## src/rtl/bit_serializer.sv

```systemverilog
// bit_serializer: parallel-to-serial shifter feeding a single-bit sequence detector
module bit_serializer #(
  parameter int WIDTH     = 8,
  parameter bit MSB_FIRST = 1'b1,
  parameter bit IDLE_BIT  = 1'b0
) (
  input  logic             clk,
  input  logic             rst,
  input  logic [WIDTH-1:0] in_data,
  input  logic             in_valid,
  output logic             in_ready,
  output logic             ser_out,
  output logic             ser_valid,
  output logic             ser_last,
  output logic             busy
);
  localparam int CW = WIDTH > 1 ? $clog2(WIDTH) : 1;
  localparam logic [CW-1:0] LAST = CW'(WIDTH - 1);
  typedef enum logic {IDLE, SHIFT} state_t;
  state_t state, state_n;
  logic [CW-1:0] cnt, cnt_n;
  logic [WIDTH-1:0] sreg, sreg_n, src, shifted;
  logic out_n, last_n, accept, head;
  assign in_ready  = !rst && (state == IDLE || cnt == LAST);
  assign accept    = in_valid && in_ready;
  assign src       = accept ? in_data : sreg;
  assign head      = MSB_FIRST ? src[WIDTH-1] : src[0];
  assign shifted   = MSB_FIRST ? src << 1 : src >> 1;
  assign ser_valid = state == SHIFT;
  assign busy      = ser_valid;
  // next-state: load on accept, advance mid-word, drop to idle after the last bit
  always_comb begin
    state_n = state;
    cnt_n   = cnt;
    sreg_n  = sreg;
    out_n   = IDLE_BIT;
    last_n  = 1'b0;
    if (accept) begin
      state_n = SHIFT;
      cnt_n   = '0;
      sreg_n  = shifted;
      out_n   = head;
      last_n  = LAST == '0;
    end else if (state == SHIFT && cnt != LAST) begin
      cnt_n  = cnt + CW'(1);
      sreg_n = shifted;
      out_n  = head;
      last_n = (cnt + CW'(1)) == LAST;
    end else if (state == SHIFT) begin
      state_n = IDLE;
      cnt_n   = '0;
      sreg_n  = '0;
    end
  end
  // state and registered serial outputs; reset clears the word in flight immediately
  always_ff @(posedge clk or posedge rst) begin
    if (rst) begin
      state    <= IDLE;
      cnt      <= '0;
      sreg     <= '0;
      ser_out  <= IDLE_BIT;
      ser_last <= 1'b0;
    end else begin
      state    <= state_n;
      cnt      <= cnt_n;
      sreg     <= sreg_n;
      ser_out  <= out_n;
      ser_last <= last_n;
    end
  end
endmodule

```

## config.mk

```make
export PLATFORM = sky130hd
export DESIGN_NAME = bit_serializer
export DESIGN_NICKNAME = d
export VERILOG_FILES = /design/src/rtl/bit_serializer.sv
export SDC_FILE = /design/constraint.sdc
export NUM_CORES = 1
export LEC_CHECK = 0
export CORE_AREA = 2 2 40 42
export CTS_CLUSTER_SIZE = 30
export DETAILED_ROUTE_END_ITERATION = 10
export DIE_AREA = 0 0 42 44
export PLACE_DENSITY = 0.72
export SYNTH_ARGS = -nofsm -noshare
export SYNTH_HDL_FRONTEND = slang
export SYNTH_SLANG_ARGS = --single-unit
```

## constraint.sdc

```tcl
create_clock -name clk -period 2.2 [get_ports clk]
set_clock_uncertainty 0.15 [all_clocks]
set_input_delay 0.55 -clock clk [delete_from_list [all_inputs] [get_ports clk]]
set_output_delay 0.55 -clock clk [all_outputs]
set_load 0.1 [all_outputs]
```

==> impl_metrics.ini, run 1 <==
[floorplan]
io_pins = 16
dieWidth_um = 42
die-area_sq_mm = 0.00185
coreArea_sq_mm = 0.00142
initial_core_util = 0.424
rows = 14
fp.dieH_um = 44

[flow_run]
drv_cap = 0

[sta]
timing.fmax_ghz = 0.457
whs_ps = 361
tightest_slew_ps = 472
grt_setup_unrepaired = true
setup_ws_ps = 9.70
period_share = 0.996
period_needed_ps = 2190
finalHoldViolations = 0
slew_headroom = 0.685
setup_viol = 0
maxSlewViolCount = 0

[synth]
syn_area_sq_um = 602
yosysSeqAreaShare = 0.541
synth_flop_cell = dfrtp_1
ys_ff_latch = 13
synth_commonest_cells = dfrtp_1, a221o_1, and2_1
async_reset_ff_frac = 1.00
synthXorXnorAreaFrac = 0
synth_cell_type_count = 18
synth_edf_count = 0
synthDominantCellAreaShare = 0.541
syn-instance-count = 47
synth_fa_ha_area_frac = 0.0624
syn-num-nets = 61
synthTopCellsByArea = dfrtp_1, a221o_1, and2_1
yosys.cell_count.top_type = dfrtp_1
synth_top_family_by_area = compound AO/OA/AOI/OAI gates
synthMuxAreaShare = 0.0187
synthSimpleGateAreaFrac = 0.154
synth_top_cell_by_area = dfrtp_1
yosys_warnings = 0
synth_compound_area_frac = 0.156
syn_area_per_cell_sq_um = 12.8

[clock_tree]
clkTransAtPathRegs_ps = 80
clk_latency_ps = 280
cts-root-buf = clkbuf_4
cts_tree = done
cts_sinks = 13
cts-buffers-inserted = 3
ctsLongestPathBuffers = 2
htree_levels = 1

[power]
p_seq_frac = 0.286
vdd.ir_drop.worst_mv = 0.875
pwr-share-clk = 0.109
leakagePower_nw = 0.408
intPower_uw = 761
switchingPower_uw = 643
power.density_mw_per_mm2 = 1660
p_sw_frac = 0.458
combinationalPowerShare = 0.606

[setup_path]
critPathRequiredTime_ps = 1500
worstSetupPathType = reg -> out
startpoint_type = flop
crit_fanout = 2
crit_path_end_kind = output port
arrival_ps = 1490

[grt]
grt_max_degree = 14
grt_usage = 0.148
overflow = 0
antenna_found_initial = 0
grt_pass1_wl_um = 1870
grt_pass1_vias = 430

[layout]
post-route-util = 0.595
drive_gt1_frac = 0.324
nNetsFinal = 83
antenna_cells = 0
synthToLayoutAreaGrowth_pct = 40.3
fillers = 114

[placed_design]
dp_slack_ps = 108
place.gp.congestion = 0.678
io_buffer_count = 15
dp_hpwl_um = 721

[route]
first_iter_violations = 10
first_pass_iters = 5
wire_per_inst_um = 14.4
drt_wl_total_um = 1210
dr_total_vias = 446
drc_errors = 0
ant_nets = 0
avgViaCountPerCell = 5.31

[min_path]
holdCritPathClass = reg -> reg

[status]
status = finished clean
==> stage by stage <==
| step | instance area (sq um) | power, mW | instances | setup TNS (ps) |
|---|---|---|---|---|
| 5_1_grt | 845 | 1.47 | 84 | -23.7 |
| 6_report | 845 | 1.40 | 84 | 0 |
| 2_1_floorplan | 611 | 0.977 | 47 | 0 |
| 4_1_cts | 827 | 1.37 | 82 | 0 |
| 3_3_place_gp | 776 | 1.14 | 75 | 0 |
| 3_5_place_dp | 776 | 1.15 | 75 | 0 |
==> worst max-delay path: stages (launching register included) <==
cell and delay [ps]:
dfrtp_1 390, ha_2 180, ha_2 160, and2b_4 270, nor2_4 50, buf_12 160
==> kinds of logic (layout without fill, tap and decap cells) <==
logic type,count (synthesis),after routing
simple gates,14,14
flops,13,13
compound gates,10,10
buf+inv,6,27
fa+ha+maj,3,3
mux,1,1
==> sequential cells by signal, summed over array words and instances (netlist names) <==
signal and flops:
cnt 3, busy 1, sreg 7, ser_out 1, ser_last 1
==> routing by layer <==
metal | vias to the layer above | share of wire | GRT usage
met2 | 23 | 0.47 | 0.228
met5 | - | 0 | 0
met4 | 0 | 0.046 | 0.116
met3 | 7 | 0.059 | 0.0375
li1 | 207 | - | -
met1 | 209 | 0.42 | 0.178
==> power by group through the flow <==
stage | Sequential, mW | Clock [mW] | Combinational, mW
after detailed placement | 0.408 | 0 | 0.746
after global routing | 0.411 | 0.165 | 0.891
final | 0.401 | 0.152 | 0.850
after global placement | 0.406 | 0 | 0.735
after CTS | 0.400 | 0.150 | 0.816
after floorplan | 0.548 | 0 | 0.429
==> cell usage in the layout, fill, tap and decap left out <==
cell type and count:
a21o_1 1, a221o_1 6, a22o_1 3, and2_1 6, and2b_4 1, and3_1 1
buf_12 3, buf_4 7, clkbuf_1 1, clkbuf_4 3, clkdlybuf4s50_1 10, dfrtp_1 12
dfrtp_2 1, ha_1 1, ha_2 2, inv_1 3, mux2_2 1, nor2_2 1
nor2_4 1, nor2b_1 1, nor2b_2 1, nor3b_1 1, or2_2 1
==> timing repair <==
action | in CTS | in global routing
hold buffers | 0 | 0
gates resized for setup | 1 | 1
setup endpoints to repair | 1 | 1
pin swaps | 0 | 1
buffers inserted | 3 | 2
gates cloned | 0 | 0
==> worst paths after layout <==
| check | depth (start not counted) | start | end | slack (ps) |
|---|---|---|---|---|
| min reg2reg | 1 | sreg[3] | sreg[3] | 360 |
| max | 5 | cnt[1] | in_ready | 10 |
| max reg2reg | 6 | cnt[1] | sreg[2] | 290 |
| min in group asynchronous | 2 | rst | sreg[6] | 530 |
| max in group asynchronous | 2 | rst | busy | 1020 |
| min | 1 | sreg[3] | sreg[3] | 360 |
==> layout make-up <==
type | count | area (sq um) | share of cell area
inverter | 3 | 11.3 | 0.0133
clock buffer | 4 | 26.3 | 0.0311
sequential | 13 | 327 | 0.387
multi-input combinational | 28 | 248 | 0.293
timing repair buffer | 20 | 213 | 0.252
tap | 16 | 20.0 | 0.0237
(Power assumes the default switching activity.)
==> run 2, diff against run 1 <==
==> config.mk (replaced) <==
export PLATFORM = sky130hd
export DESIGN_NAME = bit_serializer
export DESIGN_NICKNAME = d
export VERILOG_FILES = /design/src/rtl/bit_serializer.sv
export SDC_FILE = /design/constraint.sdc
export NUM_CORES = 1
export LEC_CHECK = 0
export CORE_AREA = 2 2 39 41
export CTS_BUF_LIST = sky130_fd_sc_hd__clkbuf_4 sky130_fd_sc_hd__clkbuf_8
export CTS_CLUSTER_SIZE = 30
export DETAILED_ROUTE_END_ITERATION = 10
export DIE_AREA = 0 0 41 43
export PLACE_DENSITY = 0.75
export SYNTH_ARGS = -nofsm -noshare
export SYNTH_HDL_FRONTEND = slang
export SYNTH_SLANG_ARGS = --single-unit
==> run 2 against run 1 <==
Net effect: non-clock buffer count unchanged; via count decreased by 0.67%; register-to-register slack about the same; final cell count unchanged; first-iteration DRC count increased by 50%; largest power group unchanged; design area increased by 1.6%; count of clock-buffer cells in the layout unchanged; global-route usage increased by 1.6 points; worst setup slack improved by 19 ps; critical path depth unchanged; power about the same; largest cell class unchanged.
==> impl_metrics.ini, run 2 (synthesis gave the netlist of run 1 again) <==
[layout]
nNetsFinal = 83
final_design_area_no_fill_sq_um = 858
multi_input_area_sq_um = 258
largest_reg_flops = 7
layout_common_cells = dfrtp_1, clkdlybuf4s50_1, buf_4, and2_1, a221o_1
largest-register = sreg
register_area_sq_um = 327
final_common_cell = dfrtp_1
drive_gt1_frac = 0.338
synthToLayoutAreaGrowth_pct = 42.6
antenna_cells = 0
top_regs = sreg (7), cnt (3)
fillers = 118

[placed_design]
dpl_cell_area_sq_um = 776
io_buffer_count = 15
place.gp.congestion = 0.755

[setup_path]
crit_path_end_kind = output port
slowest_delay_ps = 390
critPathRequiredTime_ps = 1500
critPathSlowestCell = dfrtp_1
critPathBufInv = 1
arrival_ps = 1470
worstSetupPathType = reg -> out
crit_fanout = 2
startpoint_type = flop
crit_chain = ha_2 > ha_4 > and2b_4 > nor2_4 > buf_12
path_delay_family = flip-flops

[sta]
tightest_slew_ps = 481
grt_setup_unrepaired = true
fin_tns_setup_ps = 0
whs_ps = 365
period_share = 0.987
setup_viol = 0
timing.fmax_ghz = 0.461
maxSlewViolCount = 0
finalHoldViolations = 0
period_needed_ps = 2170
slew_headroom = 0.679

[route]
dr_total_vias = 443
drc_errors = 0
ant_nets = 0
first_pass_iters = 4
first_iter_violations = 15
drt_wl_total_um = 1180
wire_per_inst_um = 14.0
avgViaCountPerCell = 5.27

[status]
status = finished clean

[floorplan]
initial_core_util = 0.435
coreArea_sq_mm = 0.00138
io_pins = 16
rows = 14
dieWidth_um = 41
fp.dieH_um = 43
die-area_sq_mm = 0.00176

[clock_tree]
clkTransAtPathRegs_ps = 80
cts_sinks = 13
clk_latency_ps = 270
ctsLongestPathBuffers = 2
cts_tree = done
cts-buffers-inserted = 3
cts-root-buf = clkbuf_4
htree_levels = 1

[min_path]
holdCritPathClass = reg -> reg

[grt]
overflow = 0
antenna_found_initial = 0
grt_pass1_vias = 387
grt_usage = 0.164
grt_pass1_wl_um = 1860
grt_max_degree = 14

[power]
leakagePower_nw = 0.412
power.density_mw_per_mm2 = 1630
vdd.ir_drop.worst_mv = 0.647

[flow_run]
drv_cap = 0
## run 2: final timing paths
| path | startpoint | end | slack, ps | cells past startpoint |
|---|---|---|---|---|
| min reg2reg | sreg[4] | sreg[4] | 360 | 1 |
| max in group asynchronous | rst | busy | 990 | 2 |
| min | sreg[4] | sreg[4] | 360 | 1 |
| max | cnt[1] | in_ready | 30 | 5 |
| max reg2reg | cnt[1] | sreg[6] | 280 | 6 |
| min in group asynchronous | rst | sreg[1] | 560 | 2 |
## run 2: through the flow
| step | total power, mW | setup slack [ps] | cells | utilization |
|---|---|---|---|---|
| 5_1_grt | 1.49 | -23.7 | 84 | 0.620 |
| 3_3_place_gp | 1.14 | 152 | 75 | 0.561 |
| 3_5_place_dp | 1.16 | 50.5 | 75 | 0.561 |
| 4_1_cts | 1.37 | 2.86 | 82 | 0.600 |
| 2_1_floorplan | 0.977 | 5.44 | 47 | - |
| 6_report | 1.40 | 28.6 | 84 | 0.620 |
## run 2: cell type report
class,instances,share of cell area
multi-input combinational,28,0.300
clock buffer,4,0.0350
sequential,13,0.380
timing repair buffer,20,0.248
inverter,3,0.0131
tap,16,0.0233
## run 2: report_power, final
group          switching, mW  total [mW]  leakage (nW)  internal, mW
logic                  0.481       0.841         0.226         0.361
clock network         0.0756       0.158        0.0184        0.0825
registers             0.0709       0.404         0.168         0.333
total                  0.627        1.40         0.412         0.776
## run 2: per-layer routing
metal | track usage | part of all wire | routed length [um]
met5 | 0 | 0 | 0
met2 | 0.209 | 0.48 | 563
met3 | 0.0785 | 0.042 | 50
met4 | 0.0600 | 0 | 0
met1 | 0.238 | 0.48 | 565
## run 2: what timing repair did
action | 4_1_cts | 5_1_grt
pin swaps | 0 | 1
buffers inserted | 3 | 2
hold buffers | 0 | 0
endpoints found under the setup margin | 1 | 1
resized for setup | 1 | 2
==> run 3, diff against run 2 <==
--- a/config.mk
+++ b/config.mk
@@ -11,6 +11,7 @@
 export DETAILED_ROUTE_END_ITERATION = 10
 export DIE_AREA = 0 0 41 43
 export PLACE_DENSITY = 0.75
+export SETUP_SLACK_MARGIN = 0.15
 export SYNTH_ARGS = -nofsm -noshare
 export SYNTH_HDL_FRONTEND = slang
 export SYNTH_SLANG_ARGS = --single-unit
==> run 3 against run 2 <==
Net effect: power fell by 2.0%; combinational power decreased by 3.6%; sequential power is essentially flat; design area fell by 1.7%; first-iteration DRC count unchanged; non-clock buffer count is 1 lower; sequential share of layout area rose by 0.97 points; die area is the same; utilization decreased by 1.1 points; via count shrank 3.4%; final cell count shrank 1.2%; largest cell class unchanged; largest power group unchanged.
==> impl_metrics.ini, run 3 (synthesis gave the netlist of run 1 again) <==
[setup_path]
r2r-end = sreg[6]
critPathRequiredTime_ps = 1500
critPathLaunch = cnt[0]
crit_fanout = 2
r2r_slack_ps = 300
startpoint_type = flop
crit_path_end_kind = output port
arrival_ps = 1480
worstSetupPathType = reg -> out
rr_startpoint = cnt[0]
ff2ff_path_depth = 6

[status]
status = finished clean

[floorplan]
dieWidth_um = 41
rows = 14
io_pins = 16
fp.dieH_um = 43
initial_core_util = 0.435
coreArea_sq_mm = 0.00138
die-area_sq_mm = 0.00176

[sta]
grt_setup_unrepaired = true
period_needed_ps = 2180
tightest_slew_ps = 471
period_share = 0.990
timing.fmax_ghz = 0.459
setup_viol = 0
finalHoldViolations = 0
maxSlewViolCount = 0
slew_headroom = 0.686
whs_ps = 361
fin_tns_setup_ps = 0

[route]
wire_per_inst_um = 13.4
first_pass_iters = 3
first_iter_violations = 15
drt_wl_total_um = 1120
dr_total_vias = 428
ant_nets = 0
drc_errors = 0
avgViaCountPerCell = 5.16

[placed_design]
place.gp.congestion = 0.717
dp_hpwl_um = 744
io_buffer_count = 15

[min_path]
whs_path_depth = 1
min_from = sreg[5]
holdCritPathClass = reg -> reg
worstHoldEndpoint = sreg[5]

[grt]
grt_pass1_wl_um = 1840
grt_pass1_vias = 408
grt_max_degree = 14
overflow = 0
grt_usage = 0.159
antenna_found_initial = 0

[clock_tree]
cts-root-buf = clkbuf_4
ctsLongestPathBuffers = 2
cts-buffers-inserted = 3
clkTransAtPathRegs_ps = 80
cts_tree = done
cts-hold-fix-buffers = 0
htree_levels = 1
clk_latency_ps = 280
cts_sinks = 13

[layout]
drive_gt1_frac = 0.328
largest_reg_flops = 7
antenna_cells = 0
synthToLayoutAreaGrowth_pct = 40.1
final_common_cell = dfrtp_1
top_regs = sreg (7), cnt (3)
nNetsFinal = 82
largest-register = sreg
layout_common_cells = dfrtp_1, clkdlybuf4s50_1, and2_1, a221o_1, buf_4

[power]
leakagePower_nw = 0.407
power.density_mw_per_mm2 = 1630
vdd.ir_drop.worst_mv = 0.636

[flow_run]
drv_cap = 0
-- run 3: power by group --
group	switching, mW	leakage (nW)	internal [mW]	total [mW]
Combinational	0.473	0.220	0.337	0.811
Clock	0.0785	0.0184	0.0827	0.161
Sequential	0.0668	0.168	0.337	0.404
Total	0.618	0.407	0.757	1.38
-- run 3: layer usage --
layer  part of all wire  GRT usage
met2               0.42      0.206
met3              0.042     0.0628
met1               0.51      0.223
met4              0.025     0.0800
met5                  0          0
-- run 3: what timing repair did --
item,4_1_cts,5_1_grt
pin swaps,2,1
setup buffers,3,1
gates resized for setup,2,0
setup endpoints to repair,1,1
-- run 3: worst max-delay path, cell delays in order (launching register included) --
cell and delay [ps]:
dfrtp_1 400, ha_2 190, ha_2 150, and2b_4 260
nor2_4 40, buf_12 160
-- run 3: area by class of cell --
type	instances	area (sq um)
clock buffers	4	30.0
fillers	122	541
inverters	3	11.3
multi-input cells	28	248
flip-flops and latches	13	329
well taps	16	20.0
repair buffers	19	205
-- run 3: worst max-delay path by stage --
| stage | endpoint | depth (start not counted) |
|---|---|---|
| floorplan | in_ready | 3 |
| CTS | in_ready | 5 |
| global route | in_ready | 5 |
| detailed placement | sreg[2] | 4 |
| global placement | sreg[6] | 4 |
| finish | in_ready | 5 |
-- run 3: per-stage QoR --
stage	worst slack [ps]	std cells	util	area, sq um	power [mW]
2_1_floorplan	34.5	47	-	613	0.982
3_3_place_gp	152	75	0.562	778	1.15
3_5_place_dp	111	75	0.562	778	1.16
4_1_cts	26.3	82	0.604	836	1.37
5_1_grt	-30.9	83	0.609	843	1.45
6_report	21.6	83	0.609	843	1.38
